$ cat src/rtl/i2s_pkg.sv
// Shared constants, types and helpers for the I2S frame transmitter.
// Sample and slot widths are fixed here for the whole audio path; the
// divider ratio and mono/stereo selection stay per-instance parameters.
package i2s_pkg;

  localparam int SAMPLE_WIDTH  = 16;
  localparam int SLOT_WIDTH    = 32;
  localparam int DEF_BCLK_DIV  = 4;
  localparam int FRAME_BITS    = 2 * SLOT_WIDTH;
  localparam int LEFT_MSB_IDX  = 0;
  localparam int RIGHT_MSB_IDX = SLOT_WIDTH;
  localparam int BIT_IDX_W     = $clog2(FRAME_BITS);
  localparam int SAMPLE_IDX_W  = $clog2(SAMPLE_WIDTH);

  typedef logic signed [SAMPLE_WIDTH-1:0] sample_t;
  typedef logic [BIT_IDX_W-1:0]           bit_idx_t;

  // Bit of sample s that belongs at frame position b for a slot whose MSB
  // sits at msb_idx; positions outside the sample are padded with zero.
  function automatic logic slot_bit(input sample_t s, input bit_idx_t b,
                                    input int msb_idx);
    int off;
    off = int'(b) - msb_idx;
    if (off >= 0 && off < SAMPLE_WIDTH)
      return s[SAMPLE_IDX_W'(SAMPLE_WIDTH - 1 - off)];
    return 1'b0;
  endfunction

  // Word select for frame position b: high from one bit before the right
  // MSB up to one bit before the frame wraps (Philips one-bit lead).
  function automatic logic lrclk_level(input bit_idx_t b);
    return (int'(b) >= SLOT_WIDTH - 1) && (int'(b) <= FRAME_BITS - 2);
  endfunction

endpackage

$ cat src/rtl/i2s_bclk_div.sv
// Bit-clock divider: free-running count of clk cycles per BCLK period,
// registered bclk, and strobes that flag the edge on which bclk falls
// (count wraps to 0) or rises.
module i2s_bclk_div #(
  parameter int BCLK_DIV = 4
) (
  input  logic clk,
  input  logic rst_n,
  input  logic en,
  output logic bclk,
  output logic fall,
  output logic rise
);

  localparam int CNT_W = (BCLK_DIV > 2) ? $clog2(BCLK_DIV) : 1;
  localparam logic [CNT_W-1:0] CNT_LAST = CNT_W'(BCLK_DIV - 1);
  localparam logic [CNT_W-1:0] CNT_HALF = CNT_W'(BCLK_DIV / 2);

  logic [CNT_W-1:0] cnt;
  logic [CNT_W-1:0] cnt_nxt;

  // Next count and event strobes; strobes mark the clk edge that ends this cycle.
  always_comb begin
    // NOTE: every always_comb output gets a default first so no path leaves it unassigned (no latch).
    cnt_nxt = cnt + 1'b1;
    if (cnt == CNT_LAST) cnt_nxt = '0;
    fall = en && (cnt == CNT_LAST);
    rise = en && (cnt == CNT_HALF - 1'b1);
  end

  // Count and bit clock; disable parks both at their reset values.
  always_ff @(posedge clk or negedge rst_n) begin
    // NOTE: state registers use non-blocking assignments so every flop samples pre-edge values.
    if (!rst_n) begin
      cnt  <= '0;
      bclk <= 1'b0;
    end else if (!en) begin
      cnt  <= '0;
      bclk <= 1'b0;
    end else begin
      cnt  <= cnt_nxt;
      bclk <= (cnt_nxt >= CNT_HALF);
    end
  end

endmodule

$ cat src/rtl/i2s_frame_tx.sv
// I2S master transmitter: one-deep sample holding register behind a
// valid/ready handshake, frame sequencing on BCLK fall events, and an
// underrun counter for frames that had to replay the previous sample.
module i2s_frame_tx
  import i2s_pkg::*;
#(
  parameter int BCLK_DIV = DEF_BCLK_DIV,
  parameter bit MONO     = 1'b1
) (
  input  logic        clk,
  input  logic        rst_n,
  input  logic        en,
  input  sample_t     s_data_l,
  input  sample_t     s_data_r,
  input  logic        s_valid,
  output logic        s_ready,
  output logic        frame_start,
  output logic        bclk,
  output logic        lrclk,
  output logic        dacdat,
  output logic [7:0]  underrun_cnt
);

  localparam bit_idx_t LAST_IDX = bit_idx_t'(FRAME_BITS - 1);

  logic     fall;
  logic     rise;
  bit_idx_t b;
  bit_idx_t b_nxt;
  sample_t  hold_l, hold_r, last_l, last_r;
  sample_t  src_l, src_r;
  logic     hold_full, hold_full_nxt;
  logic     xfer, load, bit_nxt;

  i2s_bclk_div #(.BCLK_DIV(BCLK_DIV)) u_div (
    .clk   (clk),
    .rst_n (rst_n),
    .en    (en),
    .bclk  (bclk),
    .fall  (fall),
    .rise  (rise)
  );

  // Rise and fall events are half a BCLK apart and never coincide.
  a_rise_fall_exclusive: assert property (@(posedge clk) disable iff (!rst_n) !(rise && fall));

  // Handshake, frame-load decision and the serial bit for the next BCLK period.
  always_comb begin
    xfer  = s_valid && s_ready;
    load  = fall && (b == LAST_IDX);
    b_nxt = (b == LAST_IDX) ? '0 : b + 1'b1;
    // A frame load takes the holding register if full, else replays the last pair.
    src_l = (load && hold_full) ? hold_l : last_l;
    src_r = (load && hold_full) ? hold_r : last_r;
    // Load empties holding first; a same-edge transfer refills it, never bypasses.
    hold_full_nxt = hold_full;
    if (load) hold_full_nxt = 1'b0;
    if (xfer) hold_full_nxt = 1'b1;
    bit_nxt = slot_bit(src_l, b_nxt, LEFT_MSB_IDX) | slot_bit(src_r, b_nxt, RIGHT_MSB_IDX);
  end

  // Holding/last-sample registers, frame sequencing and registered serial outputs.
  always_ff @(posedge clk or negedge rst_n) begin
    if (!rst_n) begin
      // NOTE: sample registers are reset too, so an underrun before any data replays silence.
      hold_l       <= '0;
      hold_r       <= '0;
      last_l       <= '0;
      last_r       <= '0;
      hold_full    <= 1'b0;
      s_ready      <= 1'b1;
      b            <= LAST_IDX;
      lrclk        <= 1'b0;
      dacdat       <= 1'b0;
      frame_start  <= 1'b0;
      underrun_cnt <= '0;
    end else begin
      hold_full   <= hold_full_nxt;
      s_ready     <= !hold_full_nxt;
      frame_start <= 1'b0;
      if (xfer) begin
        hold_l <= s_data_l;
        hold_r <= (MONO != 1'b0) ? s_data_l : s_data_r;
      end
      if (!en) begin
        b      <= LAST_IDX;
        lrclk  <= 1'b0;
        dacdat <= 1'b0;
      end else if (fall) begin
        b      <= b_nxt;
        lrclk  <= lrclk_level(b_nxt);
        dacdat <= bit_nxt;
        if (load) begin
          frame_start <= 1'b1;
          last_l      <= src_l;
          last_r      <= src_r;
          if (!hold_full && underrun_cnt != 8'hFF)
            underrun_cnt <= underrun_cnt + 8'd1;
        end
      end
    end
  end

endmodule
$ cat config.mk
export PLATFORM = sky130hd
export DESIGN_NAME = i2s_frame_tx
export DESIGN_NICKNAME = d
export VERILOG_FILES = /design/src/rtl/i2s_pkg.sv /design/src/rtl/i2s_bclk_div.sv /design/src/rtl/i2s_frame_tx.sv
export SDC_FILE = /design/constraint.sdc
export NUM_CORES = 1
export LEC_CHECK = 0
export CORE_MARGIN = 2
export CORE_UTILIZATION = 45
export DETAILED_ROUTE_END_ITERATION = 10
export DONT_BUFFER_PORTS = 1
export GPL_TIMING_DRIVEN = 0
export PLACE_DENSITY = 0.59
export SETUP_SLACK_MARGIN = 0.1
export SLEW_MARGIN = 20
export SYNTH_ARGS = -nofsm -noshare
export SYNTH_HDL_FRONTEND = slang
export SYNTH_SLANG_ARGS = --single-unit
$ cat constraint.sdc
create_clock -name clk -period 3.7 [get_ports clk]
set_input_delay 0.74 -clock clk [delete_from_list [all_inputs] [get_ports clk]]
set_output_delay 0.74 -clock clk [all_outputs]
set_load 0.01 [all_outputs]
==> impl_metrics.ini <==
[outcome]
status = finished, final reports clean

[drt]
first_pass_iters = 4
num_vias = 2309
wl_met3_um = 338
viasPerCell = 5.370
route.top_layer_used = met4
met1_length_um = 3319
wirelength_um = 6968
drc_errors = 0
met2_wirelength_um = 3123
drtAntennaViolNets = 0
drt_iter0_drc = 144
wl_per_cell_um = 16.20

[setup_path]
path_cells = buf_2 -> inv_1 -> ha_1 -> clkbuf_1 -> nand2b_1 -> a2111oi_4 -> nor3_1 -> o311ai_1 -> a21oi_1 -> o31ai_1
crit_family = compound AO/OA/AOI/OAI gates
r2r_slack_ps = 790
cp.arrival_ps = 3140
crit_path_max_incr_delay_ps = 530
worstSetupPathType = reg2reg
slowest_stage = dfstp_2
cp-end-kind = flip-flop
crit_buf_inv = 3
start_kind = flip-flop
crit_fanout = 9
crit_required_ps = 3930

[clock_tree]
cts_made_buffers = 9
cts_resized = 0
root_buffer = clkbuf_8
clock_sinks = 69
h-tree-depth = 3
cts_buffer_depth = 2
insertion_delay_ps = 340
cts_setup_buffers = 0
cts_hold_buf = 0
cts_tree = done
clkTransAtPathRegs_ps = 70

[sta]
period_share = 0.7854
fin_tns_setup_ps = 0
worst_pin_slew_ps = 608.2
finalMaxSlewViolations = 0
hold_violations = 0
setup_ws_ps = 794.0
fin_crit_ps = 2906
setup_viol_count_final = 0
fin_skew_ps = 7.103
rsz0062_at_grt = false
max_freq_mhz = 344.1
slew_headroom = 0.5945

[cells_and_area]
fin_nets = 367
drive_gt1_frac = 0.1692
design_area_sq_um = 3669
n_fill_cell = 696
layout_common_cells = nand2_1, dfrtp_1, mux2_2
regArea_sq_um = 1735
multi_input_comb_area_sq_um = 1486
n_antenna_cell = 0
final_common_cell = nand2_1
area_delta_synth_final_pct = 9.444
final_util = 0.5085

[power]
vdd_drop_max_uv = 318.2
power.density_nw_per_um2 = 647.0
p_leak_nw = 1.697

[placement]
pre_cts_slack_ps = 840.0
place_area_sq_um = 3476
gp_congestion = 0.8848
dp_hpwl_um = 4887
portBuffers = 0

[synth]
synth_compound_area_frac = 0.1064
synth_xor_area_frac = 0.02874
synth_top_family_by_area = simple AND/OR/NAND/NOR gates
yosys-top-cells-area = dfrtp_1, nand2_1, mux2_2
yosysSeqAreaShare = 0.5177
synth.largest_area_cell = dfrtp_1
synth_seq_cells = 69
synth_cells = 316
syn_avg_cell_area_sq_um = 10.61
synthMuxAreaShare = 0.1004
synth_top_area_frac = 0.4629
synth_cell_types = 54
synth-edff-count = 0
async_reset_ff_frac = 1.000
synth_area_sq_um = 3352
synth_fp_nets = 356
yosysWarningCount = 0
yosys.area_share.simple = 0.1930
synthAdderAreaFrac = 0.01493
ys.flop_type = dfrtp_1

[global_routing]
grt_overflow = 0
antenna_found_initial = 0
grtUsageTotal = 0.1875
grt_pass1_wl_um = 12030
grt_max_degree = 70
grt_pass1_vias = 2377

[die]
row_count = 31
ios = 49
die_h_um = 90.31
design.die.area_sq_um = 8155
start_util = 0.4646
core_sq_um = 7214
die-width_um = 90.31

[flow_run]
drv_cap = 0

[min_path]
hp-class = in2async
[cell type report]
| type | count | area share |
|---|---|---|
| Buffer | 17 | 0.02933 |
| Clock buffer | 14 | 0.04434 |
| Clock inverter | 1 | 0.008186 |
| Inverter | 6 | 0.006139 |
| Multi-Input combinational cell | 224 | 0.4052 |
| Sequential cell | 69 | 0.4731 |
| Tap cell | 99 | 0.03377 |
[synth_stat cells (2+ instances only)]
cell and number:
nor2b_1 3, o41ai_1 2, o311ai_1 2, dfstp_2 7, mux2_2 19, mux4_1 2
ha_1 4, o21ai_0 7, nand2_1 90, nand3_2 2, and3_1 5, inv_1 6
nor2_1 13, a21oi_1 4, xor2_1 4, buf_1 2, nor3_1 3, buf_2 2
o211ai_1 2, a211oi_1 5, dfrtp_1 62, nand2b_1 3, clkbuf_1 8, a311o_1 2
nand3_1 7, xnor2_1 7, a32oi_1 2, mux2i_1 7, and2_1 3, nand4_1 4
buf_6 4
[flip-flops by register name, indices dropped and copies added, names as in the netlist]
signal	flops
b	6
dacdat	1
frame_start	1
hold_full	1
hold_r	16
last_l	16
last_r	16
lrclk	1
s_ready	1
u_div.bclk	1
u_div.cnt	1
underrun_cnt	8
[through the flow]
stage	hold slack [ps]	total power [mW]	std cells
2_1_floorplan	411.4	1.622	316
3_3_place_gp	423.4	1.755	415
3_5_place_dp	437.2	1.782	415
4_1_cts	75.56	2.403	430
5_1_grt	67.55	2.544	430
6_report	95.52	2.374	430
[path summary, 6_finish.rpt]
kind                                        start                      to  cells after the start
min                                         rst_n  hold_r[11]$_DFFE_PN0P_                      0
min reg2reg                u_div.cnt[0]$_DFF_PN0_  u_div.cnt[0]$_DFF_PN0_                      1
min in group clk           u_div.cnt[0]$_DFF_PN0_  u_div.cnt[0]$_DFF_PN0_                      1
max                              b[0]$_DFFE_PN1P_      dacdat$_DFFE_PN0P_                     10
max in group asynchronous                   rst_n        b[0]$_DFFE_PN1P_                      0
max reg2reg                      b[0]$_DFFE_PN1P_      dacdat$_DFFE_PN0P_                     10
[power by group]
group / internal (mW) / total [mW] / switching, mW
Clock: 0.346 / 0.606 / 0.260
Combinational: 0.271 / 0.563 / 0.292
Sequential: 1.03 / 1.20 / 0.177
[logic make-up (layout without fill, tap and decap cells)]
group | after synthesis | after routing
buffers and inverters | 23 | 38
XOR/XNOR | 11 | 11
adder cells (fa/ha/maj) | 4 | 4
multiplexers | 28 | 28
AND/OR/NAND/NOR | 141 | 141
flip-flops | 69 | 69
AO/OA/AOI/OAI | 40 | 40
[worst register-to-register path, stage by stage (launching register included)]
cell,delay (ps)
dfstp_2,530
buf_2,210
inv_1,110
ha_1,310
clkbuf_1,190
nand2b_1,220
a2111oi_4,370
nor3_1,100
o311ai_1,370
a21oi_1,130
o31ai_1,270
[routing by layer]
layer / global-route usage / up-vias
li1: - / 1114
met1: 0.2656 / 1115
met2: 0.2751 / 64
met3: 0.03506 / 16
met4: 0.09872 / 0
met5: 0 / -
Note: power is estimated with default switching activity, not from simulation.
